<file path="src/rtl/mem_read_arbiter_rr.sv">
// Registered N-port round-robin arbiter for the shared instruction-memory read port.
// Define MEM_ARB_PRIORITY0_EN to give port 0 (control channel) absolute priority in IDLE.
module mem_read_arbiter_rr #(
  parameter int unsigned N_PORTS           = 4,
  parameter int unsigned MEMORY_ADDR_WIDTH = 11,
  parameter int unsigned MEMORY_WIDTH      = 20,
  parameter int unsigned ID_W              = (N_PORTS > 1) ? $clog2(N_PORTS) : 1
) (
  input  logic                                 clk,
  input  logic                                 rst,
  input  logic [N_PORTS-1:0]                   in_valid,
  input  logic [N_PORTS*MEMORY_ADDR_WIDTH-1:0] in_addr,
  output logic [N_PORTS-1:0]                   in_ready,
  output logic [MEMORY_WIDTH-1:0]              in_data,
  output logic                                 mem_valid,
  output logic [MEMORY_ADDR_WIDTH-1:0]         mem_addr,
  input  logic                                 mem_ready,
  input  logic [MEMORY_WIDTH-1:0]              mem_data,
  output logic                                 busy,
  output logic [ID_W-1:0]                      grant_id
);

  typedef enum logic [0:0] {StIdle, StIssue} state_e;

  localparam logic [ID_W-1:0] LastId = ID_W'(N_PORTS - 1);

  state_e          state_q;
  logic [ID_W-1:0] ptr_q;
  logic [ID_W-1:0] grant_q;
  logic [ID_W-1:0] winner;
  logic [ID_W-1:0] ptr_next;
  logic            found;
  logic            gnt_valid;
  int unsigned     idx;

  // Search upward from ptr_q, wrapping at N_PORTS; first requester wins.
  always_comb begin
    winner = '0;
    found  = 1'b0;
    idx    = 0;
    for (int unsigned i = 0; i < N_PORTS; i++) begin
      idx = 32'(ptr_q) + i;
      if (idx >= N_PORTS) idx = idx - N_PORTS;
      if (!found && in_valid[idx]) begin
        found  = 1'b1;
        winner = ID_W'(idx);
      end
    end
`ifdef MEM_ARB_PRIORITY0_EN
    if (in_valid[0]) winner = '0;
`endif
  end

  assign ptr_next  = (grant_q == LastId) ? '0 : grant_q + 1'b1;
  assign gnt_valid = in_valid[grant_q];
  assign busy      = (state_q == StIssue);
  assign grant_id  = grant_q;
  assign in_data   = mem_data;
  assign mem_valid = busy & gnt_valid;
  assign mem_addr  = in_addr[32'(grant_q)*MEMORY_ADDR_WIDTH +: MEMORY_ADDR_WIDTH];

  always_comb begin
    in_ready = '0;
    if (busy) in_ready[grant_q] = mem_ready & gnt_valid;
  end

  always_ff @(posedge clk or negedge rst) begin
    if (!rst) begin
      state_q <= StIdle;
      ptr_q   <= '0;
      grant_q <= '0;
    end else begin
      case (state_q)
        StIdle: begin
          if (|in_valid) begin
            grant_q <= winner;
            state_q <= StIssue;
          end
        end
        StIssue: begin
          if (!gnt_valid) begin
            // Client withdrew: drop back without advancing the ring.
            state_q <= StIdle;
          end else if (mem_ready) begin
            state_q <= StIdle;
`ifdef MEM_ARB_PRIORITY0_EN
            if (grant_q != '0) ptr_q <= ptr_next;
`else
            ptr_q <= ptr_next;
`endif
          end
        end
        default: state_q <= StIdle;
      endcase
    end
  end

endmodule

</file>
<file path="config.mk">
export PLATFORM = sky130hd
export DESIGN_NAME = mem_read_arbiter_rr
export DESIGN_NICKNAME = d
export VERILOG_FILES = /design/src/rtl/mem_read_arbiter_rr.sv
export SDC_FILE = /design/constraint.sdc
export NUM_CORES = 1
export LEC_CHECK = 0
export BUFFER_PORTS_ARGS = -buffer_cell sky130_fd_sc_hd__buf_2
export CORE_MARGIN = 1.5
export CORE_UTILIZATION = 31
export CTS_CLUSTER_DIAMETER = 150
export DETAILED_ROUTE_END_ITERATION = 7
export GPL_ROUTABILITY_DRIVEN = 0
export PLACE_DENSITY = 0.81
export SETUP_SLACK_MARGIN = 0.1
export SLEW_MARGIN = 10
export SYNTH_ARGS = -nofsm -noshare
export SYNTH_HDL_FRONTEND = slang
export SYNTH_SLANG_ARGS = --single-unit
</file>
<file path="constraint.sdc">
create_clock -name clk -period 2.1 [get_ports clk]
set_input_delay 0.105 -clock clk [delete_from_list [all_inputs] [get_ports clk]]
set_output_delay 0.105 -clock clk [all_outputs]
set_load 0.01 [all_outputs]
</file>
==> metrics.txt <==
run status finished, final reports clean; Non-Filler Instances between 150 and 200; worst-skew pair later-pin latency 250 ps; Antenna Cells 0; vias in the first global route 714; Crit Reg-Reg Endpoint ptr_q[1]; core area around 2500 um^2; reg2reg path depth 3; f_max 570 MHz; Placed Cells ~150; FP Rows 18; Port Buf Inserts approximately 70; Critical Path AT 1650 ps; hold depth 2; first-pass GRT wire length 2880 um; post-route antenna net violation count 0; VDD IR max 519 uV; worst reg-to-reg setup slack 570 ps; ratio of cells with drive above 1 in the final layout 0.685; CP cell instances mux4_2 -> and3_4 -> and2_1 -> buf_2; Total GRT Usage 0.144; Netlist cell types 22; Starting Density 0.326; wire length per cell around 14 um; CP max FO 7; 1st-iter DRT viols 7; buffer count from post-CTS setup fixing 0; slowest stage cell, crit path mux4_2; Critical Path RT around 2000 ps; sequential area share after synthesis 0.156; CTS Sinks 5; worst slew pin tran 256 ps; Tcrit/Tclk final 0.835; Final Skew 8.30 ps; Mean Syn Cell Area approximately 11 um^2; Final Hold Fails 0; CTS tree done; kind of critical path reg2out; # fillers ~240; final net count a little over 200; via/cell ratio 4.87; commonest cells after routing, fill and taps aside buf_2, mux4_2, inv_1, dfrtp_1; drt total wl 2190 um; cell count after synthesis 75; initial antenna violation count 0; final setup vio count 0; grt ovf 0; slew margin rel. 0.830; Synthesized Nets 150; I/O Pins 110; Worst Setup End Kind output pin; P per Cell Area 1100 nW/um^2; clock tree buffer depth 2; total power 1160 uW; Worst Min Path Start mem_ready; HP Class in2reg; die width 53.8 um; final core utilization 0.429; R2R Path Start grant_id[0]; DRC Markers 0; area delta synth->final 31.6%; TritonCTS Buffers 3; die area between 2000 and 3000 um^2; Buf/Inv on CP 1; Setup TNS Final 0 ps; DR vias 765; P_leak 0.000561 uW; largest stage delay on the critical path 520 ps; Startpoint Class register; First-pass DRT Iterations 3; Synth Register Bits 5; largest net degree at the start of global routing 18; Slew Limit Fails 0; synthesized area 801 um^2; Max Cap Viol 0; Die Y-Extent 53.8 um; commonest non-fill, non-tap cell in the layout buf_2; yosys warns 0; Worst Hold Path EP busy; min Tclk post-route 1750 ps; Reg clk slew, reported paths 50 ps; RSZ-0062 raised after global routing false; H-tree Lvls 1; Clock Tree Root clkbuf_4; Top delay family on crit path multiplexers; final hold slack about 100 ps
==> logic make-up (layout without fill, tap and decap cells) <==
group | Yosys count | after routing | synth area share
simple gates | 13 | 13 | 0.0859
mux | 13 | 13 | 0.361
flops | 5 | 5 | 0.156
compound gates | 11 | 11 | 0.0844
fa+ha+maj | 4 | 4 | 0.0625
buf+inv | 29 | 81 | 0.250
==> report_power, final <==
| part | total [uW] | switching, uW | internal, uW |
|---|---|---|---|
| Combinational | 848 | 406 | 442 |
| Clock | 114 | 41.6 | 72.0 |
| Sequential | 193 | 47.7 | 145 |
==> worst reg2reg max path: stages, from the launching register on <==
cell and delay [ps]:
dfrtp_1 370, mux4_2 520, and3_4 230, mux2_4 300
==> sequential cells by signal, summed over array words and instances (netlist names) <==
register and count:
ptr_q 2, grant_id 2, busy 1
==> synthesized netlist by cell type, drive strengths merged <==
master	n	area [um^2]
ha	4	50.1
a21boi	1	7.51
and3	1	11.3
clkbuf	1	3.75
a311o	1	10.0
nand2b	1	6.26
dfrtp	5	125
a21oi	2	10.0
and2	4	25.0
a21o	1	7.51
inv	5	18.8
buf	23	178
nand2	4	15.0
o31ai	1	7.51
nor2	3	11.3
mux4	12	274
mux2	1	15.0
o21ai	5	25.0
==> stage by stage <==
step	cell area (um^2)	worst slack [ps]
after detailed placement	1020	574
after floorplan	801	315
final	1050	347
after global routing	1050	271
after CTS	1050	331
after global placement	1020	619
==> worst max path at each step <==
stage,start,to,cells after the start
after floorplan,grant_id[0],ptr_q[1],5
after global placement,grant_id[0],ptr_q[1],3
after detailed placement,grant_id[0],ptr_q[1],3
after CTS,grant_id[0],mem_addr[7],3
after global routing,grant_id[0],mem_addr[7],3
final,grant_id[0],in_ready[0],4
==> routing by layer <==
metal,global-route usage,share of wire,vias up
met4,0.0769,0.012,0
li1,-,-,354
met1,0.121,0.33,350
met2,0.276,0.51,51
met3,0.0611,0.15,10
met5,0,0,-
==> layout make-up <==
class	instances	area, um^2	share of cell area
Clock buffer	4	26.3	0.0249
Inverter	5	18.8	0.0178
Multi-Input combinational cell	41	475	0.451
Timing Repair Buffer	72	370	0.352
Sequential cell	5	125	0.119
Tap cell	30	37.5	0.0356
==> repair_timing <==
action / 4_1_cts / 5_1_grt
hold endpoints to repair: 5 / 0
hold buffers: 1 / 0
resized for setup: 0 / 0
endpoints found under the setup margin: 0 / 0
No activity file was read; power rests on OpenSTA's default activity.
